## src/rtl/decode_pkg.sv

```systemverilog
// decode_pkg: shared types, opcodes and helpers for the decode stage.
package decode_pkg;
    localparam int XLEN = 32;
    localparam logic [1:0] RES_SRC_MEM = 2'b01;
    localparam logic [1:0] RES_SRC_PC4 = 2'b10;
    localparam logic [6:0] OP_LOAD   = 7'b0000011;
    localparam logic [6:0] OP_STORE  = 7'b0100011;
    localparam logic [6:0] OP_REG    = 7'b0110011;
    localparam logic [6:0] OP_IMM    = 7'b0010011;
    localparam logic [6:0] OP_BRANCH = 7'b1100011;
    localparam logic [6:0] OP_JAL    = 7'b1101111;
    localparam logic [6:0] OP_JALR   = 7'b1100111;
    localparam logic [6:0] OP_LUI    = 7'b0110111;
    localparam logic [6:0] OP_AUIPC  = 7'b0010111;
    localparam logic [2:0] IMM_I = 3'd0;
    localparam logic [2:0] IMM_S = 3'd1;
    localparam logic [2:0] IMM_B = 3'd2;
    localparam logic [2:0] IMM_U = 3'd3;
    localparam logic [2:0] IMM_J = 3'd4;
    localparam logic [3:0] ALU_SUB    = 4'b1000;
    localparam logic [3:0] ALU_PASS_B = 4'b1111;

    typedef struct packed {
        logic            valid;
        logic            illegal;
        logic            reg_write;
        logic [1:0]      result_src;
        logic            mem_write;
        logic            jump;
        logic            branch;
        logic [3:0]      alu_control;
        logic            alu_src;
        logic [2:0]      funct3;
        logic            jalr;
        logic            op1_pc;
        logic [XLEN-1:0] rd1;
        logic [XLEN-1:0] rd2;
        logic [XLEN-1:0] imm_ext;
        logic [XLEN-1:0] pc;
        logic [4:0]      rd;
        logic [4:0]      rs1;
        logic [4:0]      rs2;
    } de_bundle_t;

    function automatic logic reg_ok(input logic [4:0] idx, input int count);
        return int'(idx) < count;
    endfunction
endpackage

```

## src/rtl/decode_stage_if.sv

```systemverilog
// decode_stage_if: decode inputs, writeback port and execute-side outputs of decode_stage.
interface decode_stage_if #(parameter int DATA_WIDTH = 32, parameter int PERF_W = 16);
    import decode_pkg::*;
    logic                  valid_d;
    logic [31:0]           instr_d;
    logic [DATA_WIDTH-1:0] pc_d;
    logic                  hold_e;
    logic                  flush_e;
    logic                  reg_write_w;
    logic [4:0]            rd_w;
    logic [DATA_WIDTH-1:0] result_w;
    de_bundle_t            de_e;
    logic                  stall_fd;
    logic [DATA_WIDTH-1:0] a0;
    logic [PERF_W-1:0]     bubble_cnt;
    modport master (output valid_d, instr_d, pc_d, hold_e, flush_e, reg_write_w, rd_w, result_w,
                    input de_e, stall_fd, a0, bubble_cnt);
    modport slave (input valid_d, instr_d, pc_d, hold_e, flush_e, reg_write_w, rd_w, result_w,
                   output de_e, stall_fd, a0, bubble_cnt);
endinterface

```

## src/rtl/control_unit.sv

```systemverilog
// control_unit: RV32I main decoder producing control fields and source-register usage.
module control_unit import decode_pkg::*; (
    input  logic [6:0] op,
    input  logic [2:0] funct3,
    input  logic       funct7b5,
    output logic       reg_write,
    output logic [1:0] result_src,
    output logic       mem_write,
    output logic       jump,
    output logic       branch,
    output logic [3:0] alu_control,
    output logic       alu_src,
    output logic [2:0] imm_src,
    output logic       jalr,
    output logic       op1_pc,
    output logic       rs1_used,
    output logic       rs2_used
);
    always_comb begin
        {reg_write, result_src, mem_write, jump, branch, alu_control, alu_src, imm_src, jalr,
         op1_pc, rs1_used, rs2_used} = '0;
        case (op)
            OP_LOAD:   begin reg_write = 1'b1; result_src = RES_SRC_MEM; alu_src = 1'b1; rs1_used = 1'b1; end
            OP_STORE:  begin mem_write = 1'b1; alu_src = 1'b1; imm_src = IMM_S; rs1_used = 1'b1; rs2_used = 1'b1; end
            OP_REG:    begin reg_write = 1'b1; alu_control = {funct7b5, funct3}; rs1_used = 1'b1; rs2_used = 1'b1; end
            // only srai carries funct7[5] among the immediate ALU ops
            OP_IMM:    begin reg_write = 1'b1; alu_src = 1'b1; alu_control = {funct7b5 & (funct3 == 3'b101), funct3}; rs1_used = 1'b1; end
            OP_BRANCH: begin branch = 1'b1; imm_src = IMM_B; alu_control = ALU_SUB; rs1_used = 1'b1; rs2_used = 1'b1; end
            OP_JAL:    begin reg_write = 1'b1; jump = 1'b1; result_src = RES_SRC_PC4; imm_src = IMM_J; end
            OP_JALR:   begin reg_write = 1'b1; jump = 1'b1; jalr = 1'b1; result_src = RES_SRC_PC4; alu_src = 1'b1; rs1_used = 1'b1; end
            OP_LUI:    begin reg_write = 1'b1; alu_src = 1'b1; imm_src = IMM_U; alu_control = ALU_PASS_B; end
            OP_AUIPC:  begin reg_write = 1'b1; alu_src = 1'b1; imm_src = IMM_U; op1_pc = 1'b1; end
            default:   ;
        endcase
    end
endmodule

```

## src/rtl/reg_file_wf.sv

```systemverilog
// reg_file_wf: REG_COUNT-deep register file with write-first bypass and an x10 tap.
module reg_file_wf import decode_pkg::*; #(
    parameter int DATA_WIDTH = 32,
    parameter int REG_COUNT  = 32
) (
    input  logic                  clk,
    input  logic                  rst_n,
    input  logic                  we,
    input  logic [4:0]            wa,
    input  logic [DATA_WIDTH-1:0] wd,
    input  logic [4:0]            ra1,
    input  logic [4:0]            ra2,
    output logic [DATA_WIDTH-1:0] rd1,
    output logic [DATA_WIDTH-1:0] rd2,
    output logic [DATA_WIDTH-1:0] a0
);
    localparam int IW = $clog2(REG_COUNT);
    logic [DATA_WIDTH-1:0] regs [REG_COUNT];
    logic                  wr_en;
    // x0 is never written, so regs[0] stays zero and needs no read special case
    assign wr_en = we && wa != 5'd0 && reg_ok(wa, REG_COUNT);
    always_ff @(posedge clk or negedge rst_n)
        if (!rst_n) for (int i = 0; i < REG_COUNT; i++) regs[i] <= '0;
        else if (wr_en) regs[wa[IW-1:0]] <= wd;
    assign rd1 = (wr_en && wa == ra1) ? wd : reg_ok(ra1, REG_COUNT) ? regs[ra1[IW-1:0]] : '0;
    assign rd2 = (wr_en && wa == ra2) ? wd : reg_ok(ra2, REG_COUNT) ? regs[ra2[IW-1:0]] : '0;
    assign a0  = regs[10];
endmodule

```

## src/rtl/sign_extend.sv

```systemverilog
// sign_extend: builds the sign-extended immediate for I/S/B/U/J formats.
module sign_extend import decode_pkg::*; (
    input  logic [31:7]     instr,
    input  logic [2:0]      imm_src,
    output logic [XLEN-1:0] imm_ext
);
    always_comb
        imm_ext = imm_src == IMM_S ? {{20{instr[31]}}, instr[31:25], instr[11:7]} :
                  imm_src == IMM_B ? {{20{instr[31]}}, instr[7], instr[30:25], instr[11:8], 1'b0} :
                  imm_src == IMM_U ? {instr[31:12], 12'b0} :
                  imm_src == IMM_J ? {{12{instr[31]}}, instr[19:12], instr[20], instr[30:21], 1'b0} :
                                     {{20{instr[31]}}, instr[31:20]};
endmodule

```

## src/rtl/decode_stage.sv

```systemverilog
// decode_stage: decode, register read, load-use detection and the D/E pipeline register.
module decode_stage import decode_pkg::*; #(
    parameter int DATA_WIDTH = XLEN,
    parameter int REG_COUNT  = 32,
    parameter int PERF_W     = 16
) (
    input logic           clk,
    input logic           rst_n,
    decode_stage_if.slave bus
);
    logic [4:0]            rs1, rs2, rd;
    logic                  reg_write, mem_write, jump, branch, alu_src, jalr, op1_pc;
    logic                  rs1_used, rs2_used, illegal, hz;
    logic [1:0]            result_src;
    logic [3:0]            alu_control;
    logic [2:0]            imm_src;
    logic [XLEN-1:0]       imm_ext;
    logic [DATA_WIDTH-1:0] rd1, rd2;
    logic [PERF_W-1:0]     cnt;
    de_bundle_t            dec, de_q;

    assign rs1 = bus.instr_d[19:15];
    assign rs2 = bus.instr_d[24:20];
    assign rd  = bus.instr_d[11:7];

    control_unit cu (.op(bus.instr_d[6:0]), .funct3(bus.instr_d[14:12]), .funct7b5(bus.instr_d[30]),
                     .reg_write, .result_src, .mem_write, .jump, .branch, .alu_control, .alu_src,
                     .imm_src, .jalr, .op1_pc, .rs1_used, .rs2_used);
    sign_extend se (.instr(bus.instr_d[31:7]), .imm_src, .imm_ext);
    reg_file_wf #(.DATA_WIDTH(DATA_WIDTH), .REG_COUNT(REG_COUNT)) rf (
        .clk, .rst_n, .we(bus.reg_write_w), .wa(bus.rd_w), .wd(bus.result_w),
        .ra1(rs1), .ra2(rs2), .rd1, .rd2, .a0(bus.a0));

    assign illegal = !reg_ok(rd, REG_COUNT) | (rs1_used & !reg_ok(rs1, REG_COUNT)) |
                     (rs2_used & !reg_ok(rs2, REG_COUNT));
    assign hz = bus.valid_d & de_q.valid & (de_q.result_src == RES_SRC_MEM) & (de_q.rd != 5'd0) &
                ((rs1_used & rs1 == de_q.rd) | (rs2_used & rs2 == de_q.rd));

    // illegal instructions still travel to E, but with every side effect stripped
    always_comb
        dec = '{valid: bus.valid_d, illegal: illegal, reg_write: reg_write & ~illegal,
                result_src: result_src, mem_write: mem_write & ~illegal, jump: jump & ~illegal,
                branch: branch & ~illegal, alu_control: alu_control, alu_src: alu_src,
                funct3: bus.instr_d[14:12], jalr: jalr, op1_pc: op1_pc, rd1: rd1, rd2: rd2,
                imm_ext: imm_ext, pc: bus.pc_d, rd: rd, rs1: rs1, rs2: rs2};

    always_ff @(posedge clk or negedge rst_n)
        if (!rst_n) begin
            de_q <= '0;
            cnt  <= '0;
        end else if (!bus.hold_e) begin
            de_q <= (bus.flush_e || hz) ? '0 : dec;
            if (hz && !bus.flush_e && cnt != '1) cnt <= cnt + 1'b1;
        end

    assign bus.de_e       = de_q;
    assign bus.stall_fd   = bus.hold_e | (hz & ~bus.flush_e);
    assign bus.bubble_cnt = cnt;
endmodule

```

## src/flat_wrapper.sv

```systemverilog
// flat-port wrapper written by rule: the top's interface ports become plain ports
module decode_stage_flat import decode_pkg::*;
#(
    parameter int DATA_WIDTH = XLEN,
    parameter int REG_COUNT  = 32,
    parameter int PERF_W     = 16
)
  (clk, rst_n, bus_valid_d, bus_instr_d, bus_pc_d, bus_hold_e, bus_flush_e, bus_reg_write_w, bus_rd_w, bus_result_w, bus_de_e, bus_stall_fd, bus_a0, bus_bubble_cnt);
  decode_stage_if #(.DATA_WIDTH(DATA_WIDTH), .PERF_W(PERF_W)) bus_i ();
  input logic clk;
  input logic rst_n;
  input wire logic [$bits(bus_i.valid_d)-1:0] bus_valid_d;
  input wire logic [$bits(bus_i.instr_d)-1:0] bus_instr_d;
  input wire logic [$bits(bus_i.pc_d)-1:0] bus_pc_d;
  input wire logic [$bits(bus_i.hold_e)-1:0] bus_hold_e;
  input wire logic [$bits(bus_i.flush_e)-1:0] bus_flush_e;
  input wire logic [$bits(bus_i.reg_write_w)-1:0] bus_reg_write_w;
  input wire logic [$bits(bus_i.rd_w)-1:0] bus_rd_w;
  input wire logic [$bits(bus_i.result_w)-1:0] bus_result_w;
  output wire logic [$bits(bus_i.de_e)-1:0] bus_de_e;
  output wire logic [$bits(bus_i.stall_fd)-1:0] bus_stall_fd;
  output wire logic [$bits(bus_i.a0)-1:0] bus_a0;
  output wire logic [$bits(bus_i.bubble_cnt)-1:0] bus_bubble_cnt;
  assign bus_i.valid_d = bus_valid_d;
  assign bus_i.instr_d = bus_instr_d;
  assign bus_i.pc_d = bus_pc_d;
  assign bus_i.hold_e = bus_hold_e;
  assign bus_i.flush_e = bus_flush_e;
  assign bus_i.reg_write_w = bus_reg_write_w;
  assign bus_i.rd_w = bus_rd_w;
  assign bus_i.result_w = bus_result_w;
  assign bus_de_e = bus_i.de_e;
  assign bus_stall_fd = bus_i.stall_fd;
  assign bus_a0 = bus_i.a0;
  assign bus_bubble_cnt = bus_i.bubble_cnt;
  decode_stage #(.DATA_WIDTH(DATA_WIDTH), .REG_COUNT(REG_COUNT), .PERF_W(PERF_W)) u_core (.clk(clk), .rst_n(rst_n), .bus(bus_i));
endmodule
```

## config.mk

```make
export PLATFORM = sky130hd
export DESIGN_NAME = decode_stage_flat
export DESIGN_NICKNAME = d
export VERILOG_FILES = /design/src/rtl/decode_pkg.sv /design/src/rtl/decode_stage_if.sv /design/src/rtl/control_unit.sv /design/src/rtl/reg_file_wf.sv /design/src/rtl/sign_extend.sv /design/src/rtl/decode_stage.sv /design/src/flat_wrapper.sv
export SDC_FILE = /design/constraint.sdc
export NUM_CORES = 2
export LEC_CHECK = 0
export CAP_MARGIN = 30
export CORE_MARGIN = 1
export CORE_UTILIZATION = 45
export DETAILED_ROUTE_END_ITERATION = 12
export GPL_TIMING_DRIVEN = 0
export SYNTH_ARGS = -nofsm -noshare
export SYNTH_HDL_FRONTEND = slang
export SYNTH_SLANG_ARGS = --single-unit
```

## constraint.sdc

```tcl
create_clock -name clk -period 3.3 [get_ports clk]
set_input_delay 0.99 -clock clk [delete_from_list [all_inputs] [get_ports clk]]
set_output_delay 0.99 -clock clk [all_outputs]
set_load 0.02 [all_outputs]
```

==> metrics.md <==
| Metric | Value |
|---|---|
| Leading area contributor after synthesis | dfrtp_1 |
| Final count of hold timing violations | 0 |
| Power Total | 45.3 mW |
| Starting density of the core | 45.4% |
| Hold-fix buffers, CTS | 0 |
| Period utilization | 104% |
| Initial antenna violation count | 20 |
| Number of flops mapped to enable cells by yosys | 0 |
| Max Fclk | 292 MHz |
| CTS tree | built |
| Syn Nets | 5018 |
| Leak Pwr | 33.7 nW |
| Core Region | 137000 sq um |
| Iteration-0 DRC Markers | 5927 |
| Fraction of layout cells with a size suffix above 1 | 33.1% |
| Synth area leaders | dfrtp_1, mux2_2, mux2i_1, mux4_2, a22oi_1 |
| Nets | 5562 |
| DRC viols | 0 |
| Synth Register Bits | 1200 |
| Outcome | finished with violations |
| Clock buffer depth | 3 |
| Number of port buffers | 307 |
| Die area | 140000 sq um |
| Slowest library cell on the worst path | clkbuf_1 |
| Yosys top cell area share | 48.1% |
| Die Ht | 374 um |
| Max Cap Viol | 0 |
| First-pass GRT wire length | 378000 um |
| Htree depth | 4 |
| Slack of the worst reg-to-reg path | 0.27 ns |
| Vias per std cell | 6.61 |
| WP data required | 3.98 ns |
| Drt pass-1 iters | 8 |
| Clk slew on worst S/H paths | 0.06 ns |
| Final max-slew violation count | 0 |
| Synthesis warning total | 0 |
| Worst Tran Pin Value | 1.14 ns |
| RSZ-0062 raised after global routing | true |
| Synth Instances | 4910 |
| Crit path launch | bus_reg_write_w |
| HPWL Detailed | 201000 um |
| GP Congestion | 1.04 |
| Synth async-reset ratio | 100% |
| Synth cell types | 57 |
| Final antenna-violating net count | 0 |
| Largest net degree at the start of global routing | 167 |
| FF-to-FF path depth | 6 |
| Clk Latency, worst-skew pair | 0.81 ns |
| Std-Cell Rows | 136 |
| Num ports | 317 |
| CP Depth | 5 |
| FF-to-FF Start | u_core.bus.de_e[10] |
| Commonest cells after routing, fill and taps aside | dfrtp_1, mux2_2, mux2i_1 |
| Crit path kind | input port to flip-flop |
| Congestion Overflow GR | 0 |
| Root Driver | clkbuf_16 |
| Slew Limit Headroom | 24.0% |
| Pwr dens | 606 nW/um^2 |
| Final Setup Violations | 93 |
| Routed len/inst | 37.2 um |
| Post-synthesis sequential area ratio | 48.1% |
| HP Class | input port to async pin |
| Clk_skew | 0.0247 ns |
| Most common cell after layout, fill and taps aside | dfrtp_1 |
| DR vias | 48700 |
| Worst Slack Setup Final | -0.126 ns |
| Vias in the first global route | 47400 |
| Total wire length | 274000 um |
| Startpoint types | input port |
| Min Tclk post-route | 3.43 ns |
| Synth Flop Type | dfrtp_1 |
| TritonCTS buffer count | 139 |
| Failing checks | negative setup slack |
| Worst Path Buf+Inv | 2 |
| Delay-heaviest family, CP | buffers and inverters |
| Worst-path maximum fanout | 10 |
| Crit-path cells | clkdlybuf4s50_1, nand3_1, nor2_1, clkbuf_1, mux2_2 |
| CP endpoint kind | flip-flop |
| Max incr delay on CP | 0.77 ns |
| Synthesized cell area | 62400 sq um |
| Die width | 374 um |
| Dpl ws | -2.46 ns |
| Clk sinks | 1200 |
| VDD IR max | 0.000379 V |
| GRT Util Overall | 38.7% |
| Avg Cell Area, Syn | 12.7 sq um |
| Layout area overhead | 19.8% |
| Data arrival, critical path | 4.10 ns |
metrics by stage:
step	instance area (sq um)	util (%)	std cells	hold WS [ns]	setup TNS (ns)
2_1_floorplan	62400	-	4910	0.441	0
4_1_cts	74400	54.1	7347	0.0163	-0.171
3_3_place_gp	67700	49.3	7011	0.461	-
5_1_grt	74800	54.4	7359	0.0430	-0.0366
3_5_place_dp	69200	50.3	7097	0.468	-619.82
6_report	74800	54.4	7367	0.0519	-6.17
layout make-up:
type                            instances  area, sq um
Fill cell                           11800        62700
Multi-Input combinational cell       3161        30400
Sequential cell                      1200        30000
Timing Repair Buffer                  411         4660
Clock buffer                          193         3980
Buffer                                535         2710
Tap cell                             1794         2240
Clock inverter                         55          728
Antenna cell                           12         30.0
Inverter                                6         23.8
cells in the mapped netlist (28+ instances only):
| cell | number |
|---|---|
| nor2_1 | 66 |
| buf_4 | 48 |
| mux2i_1 | 634 |
| a221oi_1 | 46 |
| a22o_1 | 75 |
| a21oi_1 | 63 |
| buf_1 | 78 |
| o21ai_0 | 143 |
| mux4_2 | 198 |
| mux2_2 | 1019 |
| dfrtp_1 | 1200 |
| nand3_1 | 172 |
| nand4_1 | 29 |
| clkbuf_1 | 338 |
| a22oi_1 | 295 |
| nor3_1 | 28 |
| buf_2 | 76 |
| nand2_1 | 252 |
logic make-up after synthesis:
kind of cell / synth area share [%]
adders and majority gates: 0.0200
muxes: 35.7
AOI/OAI and AO/OA: 7.49
and+or+nand+nor: 4.39
DFF: 48.1
buffers and inverters: 3.78
xor gates and xnor gates: 0.503
other: 0.00601
state kept, by name, summed over array words and instances (netlist names):
register               flops
u_core.bus.bubble_cnt     16
u_core.bus.de_e          160
u_core.rf.a0              32
u_core.rf.regs           992
worst reg2reg max path: cells and delay by family, from the launching register on:
family | cells | cell delay (ns)
and+or+nand+nor | 1 | 0.56
AOI/OAI and AO/OA | 3 | 0.72
buffers and inverters | 2 | 1.20
DFF | 1 | 0.47
repair_timing:
item,CTS,global route
pin swaps,9,16
buffers inserted,7,8
resized for setup,184,164
endpoints found under the setup margin,105,261
report_power, final:
part           total, mW  switching, mW  internal [mW]  leakage [nW]
clock               16.2           6.73           9.50          2.34
sequential          19.5           2.25           17.3          15.5
combinational       9.60           4.80           4.80          15.9
routing by layer:
metal / up-vias / global-route usage, % / share of wire, %
li1: 19400 / - / -
met1: 25500 / 50.5 / 39
met2: 3016 / 55.1 / 42
met3: 763 / 16.0 / 13
met4: 16 / 18.8 / 5.6
met5: - / 0.926 / 0.086
final timing paths:
| kind | endpoint |
|---|---|
| max in group asynchronous | u_core.rf.regs[844] |
| max | u_core.rf.regs[12] |
| min | u_core.bus.de_e[57] |
| min in group clk | u_core.bus.de_e[155] |
| max reg2reg | u_core.bus.de_e[121] |
| min reg2reg | u_core.bus.de_e[155] |
No activity file was read; power rests on OpenSTA's default activity.
